===== src/rtl/tap_classifier.sv =====
// Tap classifier: groups debounced tap pulses into single/double(/triple) events held for a ready/valid consumer.
// Build option: define TAP_TRIPLE_EN to report a third tap as a triple event instead of double + new sequence.
module tap_classifier #(
  parameter int WINDOW = 25000000
) (
  input  logic       clk,
  input  logic       rst,
  input  logic       pulse_in,
  input  logic       evt_ready,
  output logic       evt_valid,
  output logic [1:0] evt_code,
  output logic       busy,
  output logic       overflow
);

  // state | meaning
  // IDLE  | no sequence open
  // ONE   | one tap seen, waiting for another or timeout
  // TWO   | two taps seen, waiting for another or timeout
  typedef enum logic [1:0] {
    IDLE = 2'd0,
    ONE  = 2'd1,
    TWO  = 2'd2
  } state_t;

  localparam int CW = (WINDOW > 2) ? $clog2(WINDOW) : 1;

  state_t        state;
  logic [CW-1:0] count;
  logic          timeout;
  logic          emit;
  logic [1:0]    emit_code;

  assign timeout = (count == CW'(WINDOW - 1));
  assign busy    = (state != IDLE);

  always_comb begin
    emit      = 1'b0;
    emit_code = 2'b00;
    case (state)
      ONE: begin
        if (!pulse_in && timeout) begin
          emit      = 1'b1;
          emit_code = 2'b01;
        end
      end
      TWO: begin
        if (pulse_in) begin
          emit = 1'b1;
`ifdef TAP_TRIPLE_EN
          emit_code = 2'b11;
`else
          emit_code = 2'b10;
`endif
        end else if (timeout) begin
          emit      = 1'b1;
          emit_code = 2'b10;
        end
      end
      default: begin
        emit      = 1'b0;
        emit_code = 2'b00;
      end
    endcase
  end

  always_ff @(posedge clk) begin
    if (rst) begin
      state     <= IDLE;
      count     <= '0;
      evt_valid <= 1'b0;
      evt_code  <= 2'b00;
      overflow  <= 1'b0;
    end else begin
      case (state)
        IDLE: begin
          count <= '0;
          if (pulse_in) state <= ONE;
        end
        ONE: begin
          if (pulse_in) begin
            state <= TWO;
            count <= '0;
          end else if (timeout) begin
            state <= IDLE;
            count <= '0;
          end else begin
            count <= count + 1'b1;
          end
        end
        TWO: begin
          if (pulse_in) begin
`ifdef TAP_TRIPLE_EN
            state <= IDLE;
`else
            state <= ONE;
`endif
            count <= '0;
          end else if (timeout) begin
            state <= IDLE;
            count <= '0;
          end else begin
            count <= count + 1'b1;
          end
        end
        default: begin
          state <= IDLE;
          count <= '0;
        end
      endcase

      // Holding register: a stalled consumer keeps its event; newer events are dropped.
      if (!evt_valid || evt_ready) begin
        if (emit) begin
          evt_valid <= 1'b1;
          evt_code  <= emit_code;
        end else begin
          evt_valid <= 1'b0;
        end
      end else if (emit) begin
        overflow <= 1'b1;
      end
    end
  end

endmodule


===== config.mk =====
export PLATFORM = sky130hd
export DESIGN_NAME = tap_classifier
export DESIGN_NICKNAME = d
export VERILOG_FILES = /design/src/rtl/tap_classifier.sv
export SDC_FILE = /design/constraint.sdc
export NUM_CORES = 1
export LEC_CHECK = 0
export BUFFER_PORTS_ARGS = -buffer_cell sky130_fd_sc_hd__buf_2
export CAP_MARGIN = 20
export CORE_ASPECT_RATIO = 0.9
export CORE_MARGIN = 1
export CORE_UTILIZATION = 51
export DETAILED_ROUTE_END_ITERATION = 6
export MAX_ROUTING_LAYER = met4
export PLACE_DENSITY = 0.7
export SYNTH_ARGS = -nofsm -noshare
export SYNTH_HDL_FRONTEND = slang
export SYNTH_SLANG_ARGS = --single-unit
export TNS_END_PERCENT = 5

===== constraint.sdc =====
create_clock -name clk -period 2 [get_ports clk]
set_input_delay 0.4 -clock clk [delete_from_list [all_inputs] [get_ports clk]]
set_output_delay 0.4 -clock clk [all_outputs]
set_load 0.02 [all_outputs]

==> flow_summary.yaml <==
sta:
  setup_viol: 1
  slew_headroom: 0.697
  hold_viol: 0
  slew_viol_final: 0
  rsz0062_at_grt: "yes"
  fmax_ghz: 0.494
  layout_min_cycle_time_ps: 2030
  period_share: 1.01
  layout_setup_ws_ps: -26.1
  worst_pin_slew_ps: 453
  finClkSkew_ps: 6.16
synth:
  synth_compound_area_frac: 0.164
  ys_ff_latch: 31
  syn_inst: 177
  synthXorXnorAreaFrac: 0.0632
  synth.avg_cell_area_um2: 8.62
  synth_cell_types: 36
  synth-simple-area-share: 0.283
  synthAdderAreaFrac: 0.0410
  synth_area_mm2: 0.00153
  syn-num-nets: 186
  muxShareOfSynthArea: 0
  ys_seq_area_frac: 0.407
  yosysWarnings: 0
  synth_top_family_by_area: "simple AND/OR/NAND/NOR gates"
global_route:
  grt_use_total: 0.230
  grt_first_pass_wirelength_mm: 5.23
  antenna_found_initial: 0
  grt_pass1_vias: 1246
  grt_max_degree: 15
  grt-ovfl-total: 0
clock_network:
  clkLatencyLatePin_ps: 330
  cts_tree: "built"
  path_clk_slew_ps: 90
  ctsLongestPathBuffers: 2
  cts_buffers: 5
  htree_levels: 2
  cts_hold_buf: 0
  clkSinkCount: 31
  root_buffer: "clkbuf_4"
power_and_ir_drop:
  clkPwrFrac: 0.300
  intPower_uw: 799
  p_sw_uw: 265
  ir_worst_vdd_uv: 441
  p_per_area_mw_per_mm2: 600
  switching_share: 0.249
  leakagePower_nw: 0.603
  comb_power_share: 0.107
  p_seq_frac: 0.593
  power_mw: 1.06
setup_path:
  r2r_cells: 4
  startpoint_type: "register"
  worstSetupPathType: "reg -> reg"
  crit_family: "simple AND/OR/NAND/NOR gates"
  worstPathCellList: "or4b_4, or4_4, o311ai_1, o31ai_1"
  rrSetupSlack_ps: -30
  crit_slowest_cell: "or4_4"
  max_stage_delay_ps: 590
  timing.rr.end: "evt_code[1]"
  cp_max_fo: 4
  cp.required_ps: 2210
  timing.rr.start: "count[7]"
  endpoint_kind: "register"
  crit_arrival_ps: 2230
  critPathBufInv: 0
detailed_routing:
  vias: 1379
  drcViolationCount: 0
  vias_per_cell: 5.82
  routedWlPerCell_um: 13.4
  drt_iter0_markers: 75
  antenna_left: 0
  first_pass_iters: 4
  wirelength_mm: 3.18
layout:
  layout_common_cells: "28 x dfxtp_1, 16 x nor2_1, 13 x a21oi_1"
  synthToLayoutAreaGrowth_pct: 16.2
  diodes: 0
  drive_gt1_frac: 0.193
  final_common_cell: "dfxtp_1"
  fin_cells: 237
  final_nets: 207
hold_path:
  hold-path-cell-count: 2
  hp-start: "rst"
  hold_path_end: "state[1]"
  min_path_type: "in -> reg"
floorplanning:
  ios: 9
  rows: 18
  die_y_um: 53.9
  die_w_um: 59.6
  start_util: 0.546
  coreArea_mm2: 0.00279
  dieArea_mm2: 0.00321
outcome:
  status: "finished with violations"
  violations: "setup timing"
flow_run:
  cap_violations: 0
place:
  place_congestion: 0.875
  dp_hpwl_mm: 2.26
  dp_slack_ps: -81.3
  placed_cells: 229
  port_buffers: 8
-- per-layer routing --
layer / up-vias / track usage / wire length (µm) / share of wire
li1: 688 / - / - / -
met1: 653 / 0.267 / 1450 / 0.46
met2: 32 / 0.352 / 1550 / 0.49
met3: 6 / 0.0938 / 137 / 0.043
met4: 0 / 0.0969 / 44 / 0.014
met5: - / - / 0 / 0
-- what timing repair did --
action / CTS / global route
buffers inserted: 0 / 2
pin swaps: 1 / 1
gates resized for setup: 3 / 12
setup endpoints to repair: 6 / 27
-- power groups by stage --
stage	registers, mW	clock network, mW	logic, mW
2_1_floorplan	0.644	0	0.0618
3_3_place_gp	0.644	0	0.0890
3_5_place_dp	0.645	0	0.0924
4_1_cts	0.632	0.331	0.0929
5_1_grt	0.632	0.364	0.123
6_report	0.631	0.320	0.114
-- logic make-up (layout without fill, tap and decap cells) --
group                      after synthesis  count (layout)
AOI/OAI and AO/OA                       38              38
xor gates and xnor gates                11              11
adders and majority gates                5               5
buffers and inverters                   15              35
DFF                                     31              31
and+or+nand+nor                         77              77
-- cell type report --
class                      instances  area [µm²]
sequential                        31         629
fill                             257        1020
tap                               40        50.0
timing repair buffer              20         141
multi-input combinational        131         877
inverter                           9        33.8
clock buffer                       6        41.3
-- worst register-to-register path: stages, from the launching register on --
cell and delay [ps]:
dfxtp_2 330, or4b_4 530, or4_4 590, o311ai_1 330, o31ai_1 130
-- cell usage after synthesis (all sizes together) --
cell	count	share of area
o31ai	7	0.034
nand4	6	0.025
nand3b	1	0.0049
nand3	10	0.033
buf	2	0.0098
or4	8	0.042
inv	9	0.022
a221oi	1	0.0057
o41ai	1	0.0057
nand2b	3	0.012
a221o	1	0.0066
and2	3	0.012
o2bb2a	1	0.013
a21oi	14	0.046
nor2	16	0.039
or2	1	0.0041
a31oi	1	0.0041
and4	4	0.024
ha	5	0.041
nor2b	1	0.0041
xnor2	4	0.023
o22ai	1	0.0041
or4b	1	0.0066
and3	5	0.021
nand2	11	0.027
o211ai	2	0.0098
xor2	7	0.040
clkbuf	4	0.0098
nor4	1	0.0041
or3	6	0.025
dfxtp	31	0.41
o21ai	8	0.029
o311ai	1	0.0057
-- how the worst max path moves through the flow --
| stage | start | cells past startpoint | end | slack [ps] |
|---|---|---|---|---|
| 6_report | count[7] | 4 | evt_code[1] | -30 |
| 5_1_grt | count[7] | 4 | evt_code[1] | -40 |
| 4_1_cts | count[7] | 5 | count[11] | -6 |
| 3_5_place_dp | count[7] | 4 | evt_code[1] | -80 |
| 3_3_place_gp | count[7] | 4 | evt_code[0] | 1 |
| 2_1_floorplan | count[7] | 4 | evt_code[0] | 10 |
-- sequential cells by signal (all words and copies together) (netlist names) --
signal     flops
count         25
evt_code       2
evt_valid      1
overflow       1
state          2
-- stage by stage --
stage / hold WS, ps / cell area (µm²) / setup TNS, ps / util
floorplan: 426 / 1530 / 0 / -
global placement: 440 / 1660 / 0 / 0.595
detailed placement: 440 / 1660 / -107 / 0.595
CTS: 316 / 1700 / -33.5 / 0.610
global route: 309 / 1770 / -587 / 0.635
finish: 327 / 1770 / -26.1 / 0.635
Note: power is estimated with default switching activity, not from simulation.
